### src/rtl/scan_master_ctrl.sv
// Scan master: turns a command word into two-phase scan pad sequences that
// write a configuration vector into a chain or capture and read one back.
module scan_master_ctrl #(
  parameter int MAX_BITS  = 64,
  parameter int PHASE_CYC = 2,
  parameter int GAP_CYC   = 1,
  parameter int LOAD_CYC  = 2
) (
  input  logic                          clk,
  input  logic                          rst,
  input  logic                          cmd_valid,
  output logic                          cmd_ready,
  input  logic                          cmd_op,
  input  logic                          cmd_id,
  input  logic [$clog2(MAX_BITS+1)-1:0] cmd_len,
  input  logic [MAX_BITS-1:0]           cmd_data,
  output logic                          rsp_valid,
  input  logic                          rsp_ready,
  output logic [MAX_BITS-1:0]           rsp_data,
  output logic                          busy,
  output logic                          scan_phi,
  output logic                          scan_phi_bar,
  output logic                          scan_data_in,
  output logic                          scan_load_chip,
  output logic                          scan_load_chain,
  output logic                          scan_id,
  input  logic                          scan_data_out
);

  localparam int LEN_W = $clog2(MAX_BITS + 1);
  localparam int IDX_W = (MAX_BITS > 1) ? $clog2(MAX_BITS) : 1;
  localparam int CNT_W = 16;

  localparam logic [CNT_W-1:0] PHASE_M1 = CNT_W'(PHASE_CYC - 1);
  localparam logic [CNT_W-1:0] GAP_M1   = CNT_W'(GAP_CYC - 1);
  localparam logic [CNT_W-1:0] LOAD_M1  = CNT_W'(LOAD_CYC - 1);
  localparam logic [LEN_W-1:0] LEN_MAX  = LEN_W'(MAX_BITS);

  typedef enum logic [3:0] {
    IDLE,
    LDCHAIN,
    SETUP,
    PHI,
    GAP1,
    PHIB,
    GAP2,
    LDCHIP,
    RESP
  } state_t;

  state_t              state_reg, state_next;
  logic [CNT_W-1:0]    cnt_reg, cnt_next;
  logic [LEN_W-1:0]    bit_cnt_reg, bit_cnt_next;
  logic                op_reg, op_next;
  logic                id_reg, id_next;
  logic [MAX_BITS-1:0] data_reg, data_next;
  logic [MAX_BITS-1:0] rsp_data_reg, rsp_data_next;
  logic                din_reg, din_next;
  logic [LEN_W-1:0]    len_clamped;
  logic [IDX_W-1:0]    bit_idx;

  logic cmd_ready_reg, busy_reg, rsp_valid_reg;
  logic phi_reg, phi_bar_reg, load_chip_reg, load_chain_reg, scan_id_reg;

  assign len_clamped = (cmd_len > LEN_MAX) ? LEN_MAX : cmd_len;

  always_comb begin
    state_next    = state_reg;
    cnt_next      = cnt_reg;
    bit_cnt_next  = bit_cnt_reg;
    op_next       = op_reg;
    id_next       = id_reg;
    data_next     = data_reg;
    rsp_data_next = rsp_data_reg;
    din_next      = din_reg;
    bit_idx       = '0;

    case (state_reg)
      IDLE: begin
        if (cmd_valid && cmd_ready_reg) begin
          op_next       = cmd_op;
          id_next       = cmd_id;
          data_next     = cmd_data;
          bit_cnt_next  = len_clamped;
          rsp_data_next = '0;
          if (cmd_op) begin
            state_next = LDCHAIN;
            cnt_next   = LOAD_M1;
          end else if (len_clamped != '0) begin
            state_next = SETUP;
          end else begin
            state_next = LDCHIP;
            cnt_next   = LOAD_M1;
          end
        end
      end
      LDCHAIN: begin
        if (cnt_reg != '0) begin
          cnt_next = cnt_reg - 1'b1;
        end else if (bit_cnt_reg != '0) begin
          state_next = SETUP;
        end else begin
          state_next = RESP;
        end
      end
      SETUP: begin
        state_next = PHI;
        cnt_next   = PHASE_M1;
      end
      PHI: begin
        if (cnt_reg != '0) begin
          cnt_next = cnt_reg - 1'b1;
        end else begin
          state_next = GAP1;
          cnt_next   = GAP_M1;
        end
      end
      GAP1: begin
        if (cnt_reg != '0) begin
          cnt_next = cnt_reg - 1'b1;
        end else begin
          state_next = PHIB;
          cnt_next   = PHASE_M1;
        end
      end
      PHIB: begin
        if (cnt_reg != '0) begin
          cnt_next = cnt_reg - 1'b1;
        end else begin
          // Chain output is valid by the end of the phi_bar pulse.
          if (op_reg) rsp_data_next = {rsp_data_reg[MAX_BITS-2:0], scan_data_out};
          state_next = GAP2;
          cnt_next   = GAP_M1;
        end
      end
      GAP2: begin
        if (cnt_reg != '0) begin
          cnt_next = cnt_reg - 1'b1;
        end else begin
          bit_cnt_next = bit_cnt_reg - 1'b1;
          if (bit_cnt_reg != LEN_W'(1)) begin
            state_next = SETUP;
          end else if (op_reg) begin
            state_next = RESP;
          end else begin
            state_next = LDCHIP;
            cnt_next   = LOAD_M1;
          end
        end
      end
      LDCHIP: begin
        if (cnt_reg != '0) cnt_next = cnt_reg - 1'b1;
        else               state_next = IDLE;
      end
      RESP: begin
        if (rsp_ready) state_next = IDLE;
      end
      default: state_next = IDLE;
    endcase

    // Data pin only moves on entry to SETUP or LDCHIP; writes go MSB-first.
    if (state_next == SETUP) begin
      bit_idx  = IDX_W'(bit_cnt_next - LEN_W'(1));
      din_next = op_next ? 1'b0 : data_next[bit_idx];
    end else if (state_next == LDCHIP) begin
      din_next = 1'b0;
    end
  end

  always_ff @(posedge clk) begin
    if (rst) begin
      state_reg      <= IDLE;
      cnt_reg        <= '0;
      bit_cnt_reg    <= '0;
      op_reg         <= 1'b0;
      id_reg         <= 1'b0;
      data_reg       <= '0;
      rsp_data_reg   <= '0;
      din_reg        <= 1'b0;
      cmd_ready_reg  <= 1'b1;
      busy_reg       <= 1'b0;
      rsp_valid_reg  <= 1'b0;
      phi_reg        <= 1'b0;
      phi_bar_reg    <= 1'b0;
      load_chip_reg  <= 1'b0;
      load_chain_reg <= 1'b0;
      scan_id_reg    <= 1'b0;
    end else begin
      state_reg      <= state_next;
      cnt_reg        <= cnt_next;
      bit_cnt_reg    <= bit_cnt_next;
      op_reg         <= op_next;
      id_reg         <= id_next;
      data_reg       <= data_next;
      rsp_data_reg   <= rsp_data_next;
      din_reg        <= din_next;
      // Pad drives are decoded from the next state so they line up with it.
      cmd_ready_reg  <= (state_next == IDLE);
      busy_reg       <= (state_next != IDLE);
      rsp_valid_reg  <= (state_next == RESP);
      phi_reg        <= (state_next == PHI);
      phi_bar_reg    <= (state_next == PHIB);
      load_chip_reg  <= (state_next == LDCHIP);
      load_chain_reg <= (state_next == LDCHAIN);
      scan_id_reg    <= (state_next != IDLE) && id_next;
    end
  end

  assign cmd_ready       = cmd_ready_reg;
  assign busy            = busy_reg;
  assign rsp_valid       = rsp_valid_reg;
  assign rsp_data        = rsp_data_reg;
  assign scan_phi        = phi_reg;
  assign scan_phi_bar    = phi_bar_reg;
  assign scan_data_in    = din_reg;
  assign scan_load_chip  = load_chip_reg;
  assign scan_load_chain = load_chain_reg;
  assign scan_id         = scan_id_reg;

endmodule

### config.mk
export PLATFORM = sky130hd
export DESIGN_NAME = scan_master_ctrl
export DESIGN_NICKNAME = d
export VERILOG_FILES = /design/src/rtl/scan_master_ctrl.sv
export SDC_FILE = /design/constraint.sdc
export NUM_CORES = 1
export LEC_CHECK = 0
export BUFFER_PORTS_ARGS = -buffer_cell sky130_fd_sc_hd__buf_2
export CAP_MARGIN = 20
export CORE_MARGIN = 1
export CORE_UTILIZATION = 50
export DETAILED_ROUTE_END_ITERATION = 8
export PLACE_DENSITY = 0.77
export SYNTH_ARGS = -nofsm -noshare
export SYNTH_HDL_FRONTEND = slang
export SYNTH_SLANG_ARGS = --single-unit
### constraint.sdc
create_clock -name clk -period 3.93 [get_ports clk]
set_input_delay 0.5895 -clock clk [delete_from_list [all_inputs] [get_ports clk]]
set_output_delay 0.5895 -clock clk [all_outputs]
set_load 0.02 [all_outputs]
== Word level (Yosys, flattened, before mapping) ==
Cells that the tools add are included.

* Input bits: 78
* Flip-flop bits (word level): 166
* Word-level logic and storage cells: 101
* Output and inout port bits: 73

* Order comparisons: 2
* Reductions and logical operators: 15
* Add/subtract/negate cells: 3
* Mux-type cells: 43
* Equal/unequal tests: 22

{| class="wikitable"
|+ Operators with widths
! operator !! count
|-
| 64-bit 2-to-1 mux || 5
|-
| 16-bit 2-to-1 mux || 9
|-
| 64-bit one-hot mux with 2 select lines || 1
|-
| 16-bit one-hot mux with 6 select lines || 1
|-
| 4-bit 2-to-1 mux || 11
|-
| 4-bit one-hot mux with 9 select lines || 1
|-
| 4-bit by 3-bit equality test with 1-bit output, second input constant || 6
|-
| 7-bit 2-to-1 mux || 3
|-
| 4-bit by 2-bit equality test with 1-bit output, second input constant || 4
|-
| 16-bit nonzero test || 1
|-
| 16-bit by 1-bit subtractor with 16-bit output, second input constant || 1
|-
| 7-bit one-hot mux with 2 select lines || 1
|-
| 7-bit nonzero test || 2
|-
| 3-bit != test, second input constant || 3
|-
| 4-bit by 1-bit equality test with 1-bit output, second input constant || 2
|-
| 4-bit equality test, second input constant || 2
|-
| 4-bit logical NOT || 2
|-
| 1-bit 2-to-1 mux || 8
|-
| 7-bit > comparator, second input constant || 1
|-
| 6-bit by 7-bit < comparator with 1-bit output, second input constant || 1
|-
| 7-bit by 1-bit != test with 1-bit output, second input constant || 1
|-
| 7-bit by 1-bit subtractor with 7-bit output, second input constant || 1
|-
| 1-bit binary-select mux with 6-bit select || 1
|-
| 3-bit 2-to-1 mux || 2
|-
| other kinds (10) || 15
|}

== Longest topological paths before layout ==
* Depth in word-level cells: 10
* Gate-level depth with buffers: 20
* Depth with buffers taken out: 14

== Worst setup path before layout ==
Ideal clock, no wire load.

* Kind: register to register
* Start point: register cnt_reg[0]
* End point: register din_reg, in the netlist scan_data_in
* Setup time: 0.087 ns
* Required time: 3.843 ns
* Arrival: 3.923 ns
* Path slack: -0.080 ns
* Period minus slack after synthesis: 4.010 ns
* Path buffers: 6
* Stages on the path, launching flop included: 21
* Cells stage by stage: dfxtp_1 > inv_1 > ha_1 > or4b_1 > or4_1 > buf_2 > buf_6 > o211ai_2 > and2_1 > buf_4 > inv_2 > buf_6 > buf_6 > ha_1 > clkbuf_8 > mux4_2 > and2_1 > a211oi_1 > nor4_1 > a41o_1 > o31ai_1

* Longest elaborated chain between the ends: 8
* Elaborated cells on any way between the ends: 18
* Classes of those cells: add/sub: 1; eq/ne: 2; mux: 13; reduce/logical: 2

{| class="wikitable"
|+ RTL lines
! element !! RTL line !! RTL
|-
| start, declared || 52 || <nowiki>logic [CNT_W-1:0] cnt_reg, cnt_next;</nowiki>
|-
| start signal, assigned || 190 || <nowiki>cnt_reg <= cnt_next;</nowiki>
|-
| 16-bit nonzero test * || n/a ||
|-
| 7-bit 2-to-1 mux || 137 || <nowiki>if (cnt_reg != '0) begin</nowiki>
|-
| 7-bit one-hot mux with 2 select lines || 78 || <nowiki>case (state_reg)</nowiki>
|-
| 6-bit by 1-bit subtractor with 6-bit output || 163 || <nowiki>bit_idx = IDX_W'(bit_cnt_next - LEN_W'(1));</nowiki>
|-
| 1-bit binary-select mux with 6-bit select || 164 || <nowiki>din_next = op_next ? 1'b0 : data_next[bit_idx];</nowiki>
|-
| 1-bit 2-to-1 mux (not written as such) || 164 ||
|-
| 1-bit 2-to-1 mux || 164 ||
|-
| 1-bit 2-to-1 mux || 162 || <nowiki>if (state_next == SETUP) begin</nowiki>
|-
| end signal, assigned || 196 || <nowiki>din_reg <= din_next;</nowiki>
|-
| end, declared || 58 || <nowiki>logic din_reg, din_next;</nowiki>
|}

Every way passes the cells marked *; elsewhere a longest branch is shown, timed or not. The select of a mux whose other input is x is not followed.
A chain may end at the register's enable or synchronous reset.

== Worst setup path after layout ==
Ends and elaborated chain as after synthesis.

==> results.toml <==
[global_route]
track_usage = 0.2365
initial_antenna_violation_count = 0
grt_first_pass_wirelength_microns = 28150
grt_start_max_net_pins = 80
number_of_global_route_vias_before_repair = 5927
global_route.overflow_total = 0

[synthesis]
mappedNetlistNets = 962
mapped_cell_area_sq_mm = 0.007330
synth_area_per_cell_sq_um = 8.338
cell_variety_after_synth = 78
synthSimpleGateAreaFrac = 0.2255
synth-seq-cells = 166
post-synth-top-area-fraction = 0.4534
number_of_warnings_issued_by_yosys = 0
netlist_top_cells_area = "sky130_fd_sc_hd__dfxtp_1 45%, sky130_fd_sc_hd__nand2_1 12%, sky130_fd_sc_hd__a21oi_1 9.3%, sky130_fd_sc_hd__mux2i_1 4.6%, sky130_fd_sc_hd__nor2_1 3.6%"
syn-instance-count = 879
synth_sequential_area_ratio = 0.4534
asyncSetResetFlopFracSynth = 0
synth-edff-count = 0
yosys_most_used_dff = "sky130_fd_sc_hd__dfxtp_1"
xor_and_xnor_fraction_of_the_mapped_netlist_area = 0.02595
synth_top_family_by_area = "simple AND/OR/NAND/NOR gates"
synth_top_cell_by_area = "sky130_fd_sc_hd__dfxtp_1"
synth.mux.area_fraction = 0.07306
synth_fa_ha_area_frac = 0.008535
synth_compound_gate_area_share = 0.1610

[critical_path]
timing.critical_path.fanout_max = 7
path_class = "reg2reg"
cp_data_required_time_ns = 4.24
critical_path.startpoint_type = "flop"
worst_setup_path_end_kind = "flop"
critPathArrivalTime_ns = 4.10
r2r.worst_path.cells = 13

[timing]
timing_worst_slew_pin_value_ns = 0.8058
finalSetupTns_ns = 0
timing.final.hold_violations = 0
report.final.slew_viol_count = 0
setup_violations = 0
maxSlewHeadroom = 0.4628
timing.final.crit_period_ns = 3.792
skew_ns = 0.01293
timing.fmax_mhz = 263.7
post-route-period-util = 0.9649

[cells_and_area]
layout_commonest_cell = "sky130_fd_sc_hd__nand2_1"
num-fill-cells = 1217
final_net_count = 1101
layout.cell_area.non_filler_sq_mm = 0.008821
layoutNonFillerInstCount = 1211
multi_input_comb_area_sq_mm = 0.003657
final_cell_mix = "225 x sky130_fd_sc_hd__nand2_1, 166 x sky130_fd_sc_hd__dfxtp_1, 150 x sky130_fd_sc_hd__buf_2"
seq_area_sq_mm = 0.003323
final_layout_size_suffix_gt1_frac = 0.2493
area_growth_pct = 20.35
num_antenna_cells = 0

[min_path]
hold_path_class = "in2reg"
timing.hold.worst_path_depth = 2

[floorplanning]
floorplan.die.width_microns = 123.1
effective_utilization_at_floorplan = 0.5200
design.die.area_sq_mm = 0.01515
io-pin-count = 151
fp.dieH_microns = 123.1
core_area_sq_mm = 0.01410
num_rows = 43

[route]
count_of_routing_violations_after_the_opening_detailed_route_iteration = 482
finalWirelength_microns = 17630
route.detailed.drc = 0
drt_first_pass_iters = 5
vias_per_cell = 5.363
routedWlPerCell_microns = 14.56
drt.antenna.violating_nets = 0
vias = 6495

[placed_design]
detailed_place.area_sq_mm = 0.008154
buffer_ports.inserted = 150
gp_congestion = 0.9398
final_hpwl_from_detailed_placement_microns = 11860
place.detailed.instances = 1170

[power_and_ir_drop]
power.density_mw_per_mm2 = 687.0
p_leak_uw = 0.003717
vdd_drop_max_mv = 0.4685

[clocking]
tritoncts_clock_tree = "yes"
ctsLongestPathBuffers = 2
clkTransAtPathRegs_ns = 0.07
cts-hold-fix-buffers = 0
clock_latency_ns = 0.44
cts-buffers-inserted = 17
htree_num_levels = 4
cts_root_buffer = "sky130_fd_sc_hd__clkbuf_16"
cts.sinks = 166

[job]
maxCapViolations = 0

[status]
run_status = "finished, final reports clean"
## cells in the mapped netlist (3+ instances only)
library cell	n
sky130_fd_sc_hd__nor4_1	5
sky130_fd_sc_hd__buf_1	3
sky130_fd_sc_hd__xnor2_1	10
sky130_fd_sc_hd__nand4_1	3
sky130_fd_sc_hd__or2_2	3
sky130_fd_sc_hd__nor2b_1	3
sky130_fd_sc_hd__and2_1	5
sky130_fd_sc_hd__and3_1	4
sky130_fd_sc_hd__nand2_1	226
sky130_fd_sc_hd__or4_1	3
sky130_fd_sc_hd__inv_1	13
sky130_fd_sc_hd__o21ai_1	4
sky130_fd_sc_hd__xor2_1	8
sky130_fd_sc_hd__nor2_1	71
sky130_fd_sc_hd__mux4_2	8
sky130_fd_sc_hd__nand2b_1	4
sky130_fd_sc_hd__buf_6	4
sky130_fd_sc_hd__a21oi_1	136
sky130_fd_sc_hd__ha_1	5
sky130_fd_sc_hd__o21ai_0	11
sky130_fd_sc_hd__nor3_1	10
sky130_fd_sc_hd__mux2i_1	34
sky130_fd_sc_hd__nand3_1	13
sky130_fd_sc_hd__or3_2	3
sky130_fd_sc_hd__clkbuf_1	41
sky130_fd_sc_hd__o211ai_1	9
sky130_fd_sc_hd__o21a_1	4
sky130_fd_sc_hd__a211oi_1	4
sky130_fd_sc_hd__dfxtp_1	166
sky130_fd_sc_hd__clkbuf_8	6
## metal layers
layer / track usage / up-vias / wire, microns
met5: 0 / - / 0
met4: 0.1009 / 0 / 380
met3: 0.05304 / 29 / 1003
met2: 0.3922 / 207 / 8540
met1: 0.2955 / 2968 / 7707
li1: - / 3291 / -
## area by class of cell
cell class,instances,share of cell area
multi-input cells,639,0.4146
flip-flops and latches,166,0.3767
repair buffers,179,0.1104
clock buffers,17,0.04823
well taps,180,0.02553
clock inverters,15,0.01816
inverters,15,0.006383
## cell families (layout without fill, tap and decap cells)
group,Yosys count,after routing
multiplexers,43,43
XOR/XNOR,20,20
AND/OR/NAND/NOR,374,374
buffers and inverters,74,226
adder cells (fa/ha/maj),5,5
AO/OA/AOI/OAI,197,197
flip-flops,166,166
## stage by stage
step / utilization / setup WS, ns / hold slack, ns / total power [uW]
4_1_cts: 0.6200 / 0.1081 / 0.3674 / 5989
3_3_place_gp: 0.5785 / 0.2353 / 0.4381 / 4304
2_1_floorplan: - / 0.007462 / 0.4321 / 3893
6_report: 0.6258 / 0.1379 / 0.3948 / 6060
5_1_grt: 0.6258 / -0.001516 / 0.3802 / 6441
3_5_place_dp: 0.5785 / 0.1511 / 0.4503 / 4324
## power by group
part | internal (uW) | switching [uW] | total, uW
Clock | 901 | 744 | 1640
Combinational | 996 | 1380 | 2380
Sequential | 1910 | 129 | 2040
## worst max-delay path: stages (launching register included)
cell,delay [ns]
sky130_fd_sc_hd__dfxtp_1,0.33
sky130_fd_sc_hd__inv_1,0.09
sky130_fd_sc_hd__ha_2,0.19
sky130_fd_sc_hd__or4b_4,0.48
sky130_fd_sc_hd__or4_4,0.61
sky130_fd_sc_hd__buf_4,0.17
sky130_fd_sc_hd__o311a_4,0.35
sky130_fd_sc_hd__a211oi_4,0.28
sky130_fd_sc_hd__nand3_1,0.19
sky130_fd_sc_hd__xnor2_2,0.24
sky130_fd_sc_hd__inv_2,0.06
sky130_fd_sc_hd__or4_1,0.51
sky130_fd_sc_hd__nand4_1,0.10
sky130_fd_sc_hd__o31ai_1,0.07
## what timing repair did
action	4_1_cts	5_1_grt
resized for setup	0	4
setup buffers	0	9
endpoints found under the setup margin	0	1
## path summary, 6_finish.rpt
check	start	to	slack, ns
setup / recovery	cnt_reg[0]	scan_data_in	0.14
hold / removal	rst	state_reg[3]	0.39
setup reg to reg	cnt_reg[0]	scan_data_in	0.14
hold reg to reg	id_reg	id_reg	0.46
No activity file was read; power rests on OpenSTA's default activity.
